`src/rtl/ram_arbiter_2port_pkg.sv`:
```
// Shared types and constants for the two-port RAM arbiter.
package ram_arb_pkg;

  localparam int ADDR_W = 12;
  localparam int DATA_W = 16;

  // Arbitration mode encodings for the ARB_MODE parameter.
  localparam int ARB_RR    = 0;
  localparam int ARB_FIXED = 1;

  typedef enum logic {
    PORT_A = 1'b0,
    PORT_B = 1'b1
  } port_id_t;

endpackage

```
`src/rtl/ram_arbiter_2port_if.sv`:
```
// One requester's view of the shared RAM: request fields in, grant and read return out.
interface ram_arbiter_2port_if;
  import ram_arb_pkg::*;

  logic              req;
  logic              we;
  logic [ADDR_W-1:0] addr;
  logic [DATA_W-1:0] wdata;
  logic              gnt;
  logic              rvalid;
  logic [DATA_W-1:0] rdata;

  // The requester side drives the access and watches the grant and read return.
  modport master (
    output req, we, addr, wdata,
    input  gnt, rvalid, rdata
  );

  // The arbiter side samples the access and answers with grant and read return.
  modport slave (
    input  req, we, addr, wdata,
    output gnt, rvalid, rdata
  );

endinterface

```
`src/rtl/ram_arbiter_2port_grant.sv`:
```
// Grant decision for the two requesters, plus the history it depends on:
// last_grant for round-robin ties and wait_cnt for B's starvation guard.
module ram_arb_grant
  import ram_arb_pkg::*;
#(
  parameter int ARB_MODE = ARB_RR,
  parameter int MAX_WAIT = 4
) (
  input  logic clk,
  input  logic rst_n,
  input  logic a_req,
  input  logic b_req,
  output logic a_gnt,
  output logic b_gnt
);

  localparam logic [7:0] MAX_CNT = 8'(MAX_WAIT);

  port_id_t   last_grant;
  logic [7:0] wait_cnt;
  logic       a_win;
  logic       b_win;
  logic       contested;

  assign contested = a_req & b_req;

  // Pick the winner this cycle; ties go by mode-specific history.
  always_comb begin
    // NOTE: every output gets a default first so no path leaves it unassigned and infers a latch.
    a_win = 1'b0;
    b_win = 1'b0;
    if (contested) begin
      if (ARB_MODE == ARB_RR) begin
        if (last_grant == PORT_B) a_win = 1'b1;
        else                      b_win = 1'b1;
      end else begin
        if (wait_cnt == MAX_CNT) b_win = 1'b1;
        else                     a_win = 1'b1;
      end
    end else begin
      a_win = a_req;
      b_win = b_req;
    end
  end

  // No grant may leave the arbiter while reset is asserted.
  assign a_gnt = a_win & rst_n;
  assign b_gnt = b_win & rst_n;

  // Track the last contested winner and how long B has been refused.
  always_ff @(posedge clk or negedge rst_n) begin
    if (!rst_n) begin
      last_grant <= PORT_B;
      wait_cnt   <= '0;
    end else begin
      // NOTE: state registers use non-blocking assignments so every flop samples pre-edge values.
      if (contested) last_grant <= b_win ? PORT_B : PORT_A;
      if (b_req && !b_win) begin
        if (wait_cnt != MAX_CNT) wait_cnt <= wait_cnt + 8'd1;
      end else begin
        wait_cnt <= '0;
      end
    end
  end

endmodule

```
`src/rtl/ram_arbiter_2port.sv`:
```
// Two-port arbiter in front of a single-cycle-read 16x4K RAM: muxes the granted
// access onto the RAM and steers the next-cycle read data back to its issuer.
module ram_arbiter_2port
  import ram_arb_pkg::*;
#(
  parameter int ARB_MODE = ARB_RR,
  parameter int MAX_WAIT = 4
) (
  input  logic                clk,
  input  logic                rst_n,
  ram_arbiter_2port_if.slave  a,
  ram_arbiter_2port_if.slave  b,
  output logic [ADDR_W-1:0]   mem_address,
  output logic                mem_write,
  output logic                mem_read,
  output logic [DATA_W-1:0]   mem_writedata,
  input  logic [DATA_W-1:0]   mem_readdata
);

  logic     a_gnt;
  logic     b_gnt;
  logic     read_issued;
  logic     rvalid_pending;
  port_id_t owner;

  ram_arb_grant #(
    .ARB_MODE (ARB_MODE),
    .MAX_WAIT (MAX_WAIT)
  ) u_grant (
    .clk   (clk),
    .rst_n (rst_n),
    .a_req (a.req),
    .b_req (b.req),
    .a_gnt (a_gnt),
    .b_gnt (b_gnt)
  );

  assign a.gnt = a_gnt;
  assign b.gnt = b_gnt;

  // Drive the RAM from whichever port won; with no grant the A side sits on the bus unstrobed.
  always_comb begin
    mem_address   = a.addr;
    mem_writedata = a.wdata;
    if (b_gnt) begin
      mem_address   = b.addr;
      mem_writedata = b.wdata;
    end
  end

  assign mem_write   = (a_gnt & a.we) | (b_gnt & b.we);
  assign mem_read    = (a_gnt & ~a.we) | (b_gnt & ~b.we);
  assign read_issued = mem_read;

  // Remember who issued this cycle's read so next cycle's RAM data goes back to them.
  always_ff @(posedge clk or negedge rst_n) begin
    if (!rst_n) begin
      rvalid_pending <= 1'b0;
      owner          <= PORT_A;
    end else begin
      rvalid_pending <= read_issued;
      owner          <= b_gnt ? PORT_B : PORT_A;
    end
  end

  assign a.rvalid = rvalid_pending && (owner == PORT_A);
  assign b.rvalid = rvalid_pending && (owner == PORT_B);
  assign a.rdata  = a.rvalid ? mem_readdata : '0;
  assign b.rdata  = b.rvalid ? mem_readdata : '0;

endmodule

```
`src/flat_wrapper.sv`:
```
// flat-port wrapper written by rule: the top's interface ports become plain ports
module ram_arbiter_2port_flat import ram_arb_pkg::*;
#(
  parameter int ARB_MODE = ARB_RR,
  parameter int MAX_WAIT = 4
)
  (clk, rst_n, mem_address, mem_write, mem_read, mem_writedata, mem_readdata, a_req, a_we, a_addr, a_wdata, a_gnt, a_rvalid, a_rdata, b_req, b_we, b_addr, b_wdata, b_gnt, b_rvalid, b_rdata);
  ram_arbiter_2port_if a_i ();
  ram_arbiter_2port_if b_i ();
  input  logic clk;
  input  logic rst_n;
  output logic [ADDR_W-1:0] mem_address;
  output logic mem_write;
  output logic mem_read;
  output logic [DATA_W-1:0] mem_writedata;
  input  logic [DATA_W-1:0] mem_readdata;
  input wire logic [$bits(a_i.req)-1:0] a_req;
  input wire logic [$bits(a_i.we)-1:0] a_we;
  input wire logic [$bits(a_i.addr)-1:0] a_addr;
  input wire logic [$bits(a_i.wdata)-1:0] a_wdata;
  output wire logic [$bits(a_i.gnt)-1:0] a_gnt;
  output wire logic [$bits(a_i.rvalid)-1:0] a_rvalid;
  output wire logic [$bits(a_i.rdata)-1:0] a_rdata;
  input wire logic [$bits(b_i.req)-1:0] b_req;
  input wire logic [$bits(b_i.we)-1:0] b_we;
  input wire logic [$bits(b_i.addr)-1:0] b_addr;
  input wire logic [$bits(b_i.wdata)-1:0] b_wdata;
  output wire logic [$bits(b_i.gnt)-1:0] b_gnt;
  output wire logic [$bits(b_i.rvalid)-1:0] b_rvalid;
  output wire logic [$bits(b_i.rdata)-1:0] b_rdata;
  assign a_i.req = a_req;
  assign a_i.we = a_we;
  assign a_i.addr = a_addr;
  assign a_i.wdata = a_wdata;
  assign a_gnt = a_i.gnt;
  assign a_rvalid = a_i.rvalid;
  assign a_rdata = a_i.rdata;
  assign b_i.req = b_req;
  assign b_i.we = b_we;
  assign b_i.addr = b_addr;
  assign b_i.wdata = b_wdata;
  assign b_gnt = b_i.gnt;
  assign b_rvalid = b_i.rvalid;
  assign b_rdata = b_i.rdata;
  ram_arbiter_2port #(.ARB_MODE(ARB_MODE), .MAX_WAIT(MAX_WAIT)) u_core (.clk(clk), .rst_n(rst_n), .a(a_i), .b(b_i), .mem_address(mem_address), .mem_write(mem_write), .mem_read(mem_read), .mem_writedata(mem_writedata), .mem_readdata(mem_readdata));
endmodule
```
`config.mk`:
```
export PLATFORM = sky130hd
export DESIGN_NAME = ram_arbiter_2port_flat
export DESIGN_NICKNAME = d
export VERILOG_FILES = /design/src/rtl/ram_arbiter_2port_pkg.sv /design/src/rtl/ram_arbiter_2port_if.sv /design/src/rtl/ram_arbiter_2port_grant.sv /design/src/rtl/ram_arbiter_2port.sv /design/src/flat_wrapper.sv
export SDC_FILE = /design/constraint.sdc
export NUM_CORES = 1
export LEC_CHECK = 0
export CAP_MARGIN = 20
export CORE_AREA = 2 2 56 58
export CTS_CLUSTER_SIZE = 10
export DETAILED_ROUTE_END_ITERATION = 8
export DIE_AREA = 0 0 58 60
export DONT_BUFFER_PORTS = 1
export PLACE_DENSITY = 0.47
export SLEW_MARGIN = 20
export SYNTH_ARGS = -nofsm -noshare
export SYNTH_HDL_FRONTEND = slang
export SYNTH_SLANG_ARGS = --single-unit
```
`constraint.sdc`:
```
create_clock -name clk -period 2.7 [get_ports clk]
set_clock_uncertainty 0.1 [all_clocks]
set_input_delay 0.675 -clock clk [delete_from_list [all_inputs] [get_ports clk]]
set_output_delay 0.675 -clock clk [all_outputs]
set_load 0.02 [all_outputs]
```
# Yosys cells after proc, flatten, opt, wreduce, memory -nomap -nowiden
# Index checks and enable logic that the tools add are counted.
# Widths: inputs -> output; s select.
# totals
regBits,3
input_bits,78
output_inout_bits,66
# classes
mux,10
bitwise,12
n_reduce_logical,2
# op_table
operator,n
$mux 16,3
$mux 12,1
$and 1x1->1,7
$mux 1,6
$not 1->1,3
$logic_and 1x1->1,2
$or 1x1->1,2

# Longest topological paths before layout
# logic_depth
ltp_word,5
depth_mapped,5
ltp_nobuf,3

# Modules after synthesis
# Synthesis repeated with hierarchy kept, for this count alone.
# hier_totals
hier_cells,101
hier_area_um2,849.6
# modules_own_cells
module,instances,cells_each,area_per_inst_um2,seq_area_each_um2
ram_arbiter_2port,1,93,789.5,50.0
ram_arb_grant,1,8,60.1,26.3

# Least setup slack after synthesis
# Ideal clock, no wire load.
# synth_timing
path_type,input to output
startpoint,in a_req
endpoint,out mem_address[10]
t_arrival_ps,1445
required_ps,1925
slack_ps,480
stages,5
path_cell_list,nand2_1 -> nand3_2 -> buf_6 -> buf_6 -> mux2_4
# synth_via
elab_chain_len,4
# synth_lines
item,line_no,rtl
"start, declared",flat_wrapper.sv:17,input wire logic [$bits(a_i.req)-1:0] a_req;
$and 1x1->1,ram_arbiter_2port_grant.sv:25,assign contested = a_req & b_req;
$mux 1,ram_arbiter_2port_grant.sv:32,if (contested) begin
$and 1x1->1,ram_arbiter_2port_grant.sv:48,assign b_gnt = b_win & rst_n;
$mux 12,ram_arbiter_2port.sv:45,if (b_gnt) begin
"end, declared",flat_wrapper.sv:12,output logic [ADDR_W-1:0] mem_address;
# No other way between the ends.

# Worst setup path in the final report
# layout_timing
startpoint,reg u_core.u_grant.last_grant
endpoint,out mem_writedata[1]
# layout_via
elab_chain_len,4
# layout_lines
item,line_no,rtl
"start, declared",ram_arbiter_2port_grant.sv:19,port_id_t last_grant;
"start signal, assigned",ram_arbiter_2port_grant.sv:57,if (contested) last_grant <= b_win ? PORT_B : PORT_A;
$mux 1,ram_arbiter_2port_grant.sv:34,if (last_grant == PORT_B) a_win = 1'b1;
$mux 1,ram_arbiter_2port_grant.sv:32,
$and 1x1->1,ram_arbiter_2port_grant.sv:48,
$mux 16,ram_arbiter_2port.sv:45,
"end, declared",flat_wrapper.sv:15,output logic [DATA_W-1:0] mem_writedata;
# No other way between the ends.

==> results <==
==> cell families (layout without fill, tap and decap cells) <==
kind of cell           count (synthesis)  after routing
AND/OR/NAND/NOR                       53             53
AO/OA/AOI/OAI                          3              3
XOR/XNOR                               1              1
flip-flops                             3              3
multiplexers                          28             28
buffers and inverters                 12             12
==> layer usage <==
layer | vias to the layer above | share of wire | track usage | wire length [µm]
li1 | 343 | - | - | -
met4 | 0 | 0 | 0.04983 | 0
met5 | - | 0 | 0 | 0
met2 | 87 | 0.54 | 0.2208 | 1337
met1 | 314 | 0.30 | 0.08808 | 736
met3 | 0 | 0.16 | 0.05411 | 398
==> power groups by stage <==
stage / registers, mW / logic, mW / clock network [mW]
finish: 0.0808 / 0.261 / 0.0783
global route: 0.0835 / 0.276 / 0.0868
CTS: 0.0808 / 0.264 / 0.0824
detailed placement: 0.0813 / 0.263 / 0
global placement: 0.0790 / 0.259 / 0
floorplan: 0.0690 / 0.251 / 0
==> placed cells by master (no fill, tap or decap) <==
cell type | synthesis | layout
xnor2_1 | 1 | 1
clkbuf_4 | 0 | 3
and2_1 | 6 | 6
o22ai_1 | 1 | 1
o21ai_0 | 1 | 1
mux2_2 | 19 | 19
o32ai_1 | 1 | 1
and3_1 | 16 | 16
buf_4 | 0 | 5
nand3_2 | 1 | 1
inv_1 | 3 | 3
mux2_4 | 9 | 9
nor2b_1 | 1 | 1
clkbuf_1 | 5 | 1
dfrtp_1 | 2 | 2
or2b_1 | 1 | 1
dfstp_2 | 1 | 1
nor2_1 | 12 | 12
nand2_1 | 16 | 16
==> registers in the layout (all words and copies together) (netlist names) <==
| signal | cells |
|---|---|
| u_core.owner | 1 |
| u_core.rvalid_pending | 1 |
| u_core.u_grant.last_grant | 1 |
==> worst register-to-register path, cell delays in order, from the launching register on <==
cell	delay, ns
dfstp_2	0.55
nand2_1	0.09
nand3_2	0.07
buf_4	0.35
inv_1	0.08
buf_4	0.17
==> worst paths after layout <==
path | from | endpoint | slack, ns | cells past startpoint
hold / removal | rst_n | u_core.rvalid_pending | 0.04 | 0
hold reg to reg | u_core.u_grant.last_grant | u_core.u_grant.last_grant | 0.41 | 1
max in group asynchronous | rst_n | u_core.u_grant.last_grant | 2.29 | 0
setup reg to reg | u_core.u_grant.last_grant | u_core.owner | 1.19 | 5
min in group clk | u_core.u_grant.last_grant | u_core.u_grant.last_grant | 0.41 | 1
setup / recovery | u_core.u_grant.last_grant | mem_writedata[1] | 0.18 | 4
==> final cells by class <==
type | count | area [µm²] | area share
clock buffer | 4 | 26.28 | 0.03139
inverter | 3 | 11.26 | 0.01345
multi-input combinational | 85 | 644.4 | 0.7698
tap | 33 | 41.29 | 0.04933
sequential | 3 | 76.32 | 0.09118
timing repair buffer | 5 | 37.54 | 0.04484
==> per-stage QoR <==
stage | setup slack [ns] | utilization
after floorplan | 0.4799 | -
after global placement | 0.3460 | 0.2793
after detailed placement | 0.3121 | 0.2793
after CTS | 0.1754 | 0.2884
after global routing | 0.1034 | 0.2884
final | 0.1761 | 0.2884
==> run summary <==
Async SR Flop Fraction -> 1.000
Pint -> 0.2090 mW
Placed cell area -> 810.8 µm²
Initial Utilization -> 0.2698
Fraction of layout cells with a size suffix above 1 -> 0.3800
Synth cell types -> 19
Gr usage total -> 0.1102
Max-slew violation count -> 0
Main combinational cell family by area after synthesis -> multiplexers
Fin. Hold Viols -> 0
CP Data Arrival Time -> 1.75 ns
Die X-Extent -> 58 µm
Switching share of power -> 0.5028
Synthesized cell area -> 783.3 µm²
Number of routed nets with antenna violations -> 0
Comb power frac -> 0.622
Post-synth top area cell -> mux2_2
Post-Synth Adder-Cell Area -> 0
ANT cells -> 0
Via count -> 744
Tmin final -> 2.524 ns
Cells after Synth -> 100
Die ar. -> 3480 µm²
Wire per inst -> 18.59 µm
Proportion of synthesized area in mux cells -> 0.4457
TNS Setup -> 0 ns
Post-CTS sizing -> 0
WP data required -> 1.92 ns
Skew-Pair Late Insertion Delay -> 0.23 ns
Iter 0 DRT Violations -> 8
Placed Cells -> 129
Fin crit share -> 0.9348
Startpoint types -> flip-flop
Slew of the pin with the lowest slew margin -> 0.6676 ns
Count leader, synth -> mux2_2
Fmax achieved -> 0.3962 GHz
Leak Pwr -> 0.4447 nW
Commonest cells in the netlist -> 19 x mux2_2, 16 x and3_1, 16 x nand2_1
Sequential group share of total power -> 0.192
CTS buffer count -> 3
Post-synth EDFFs -> 0
Critical path's top delay family -> flip-flops
Clock network power share -> 0.186
Vias in the first global route -> 637
DRC -> 0
Worst vdd ir -> 0.2398 mV
Synth Flop Type -> dfrtp_1
Worst hold margin -> 0.03843 ns
Post-synthesis area per instance -> 7.833 µm²
TritonRoute pass-1 iters -> 3
H-tree levels -> 1
Slew HR -> 0.5549
Largest net degree at the start of global routing -> 30
Compound-Gate Fraction of Synth Area -> 0.02556
PwrDens -> 502.3 nW/µm²
WP buf/inv -> 1
Warnings, synthesis -> 0
Global route total overflow -> 0
Core area -> 2903 µm²
I/O pin count -> 144
Syn nets -> 178
HP Class -> in -> async
Port Buf Inserts -> 0
Nets -> 179
Clock Sinks -> 3
Sequential area share after synthesis -> 0.09744
Area growth, synth to finish -> 6.869%
Worst path slowest cell -> dfstp_2
Placed wire-length estimate -> 2094 µm
Clock Root Buffer -> clkbuf_4
Critical-path cell list -> nand2_1 -> nand3_2 -> buf_4 -> mux2_2
Synth top area share -> 0.2732
P_sw -> 0.2114 mW
GPL Wtd Cong -> 0.7350
Max_cap viols -> 0
Status -> completed
Max incr delay on CP -> 0.55 ns
Finished Layout Cells -> 133
Total power draw -> 0.4204 mW
Kind of critical path -> reg -> out
TritonCTS clock tree -> done
Fin area -> 837.1 µm²
Clk buf depth -> 2
Setup violators final -> 0
XOR/XNOR share of the synthesized area -> 0.01118
RSZ-0062 raised after global routing -> false
Post-synthesis simple-gate area fraction -> 0.3403
Std-Cell Rows -> 20
Critical path fanouts, max -> 29
Synth area leaders -> mux2_2 27%, mux2_4 17%, and3_1 13%
Post-CTS Repair Setup Buffers -> 0
Setup crit end kind -> output pin
Drt via density -> 5.594
Clk pin slew, worst setup/hold paths -> 0.04 ns
Antenna violations before repair -> 0
First-pass GRT wire length -> 2835 µm
Die height -> 60 µm
Fillers -> 305
Seq cells post-synth -> 3
Routed wire length -> 2472 µm
Post-CTS Hold Buffers -> 0
No activity file was read; power rests on OpenSTA's default activity.
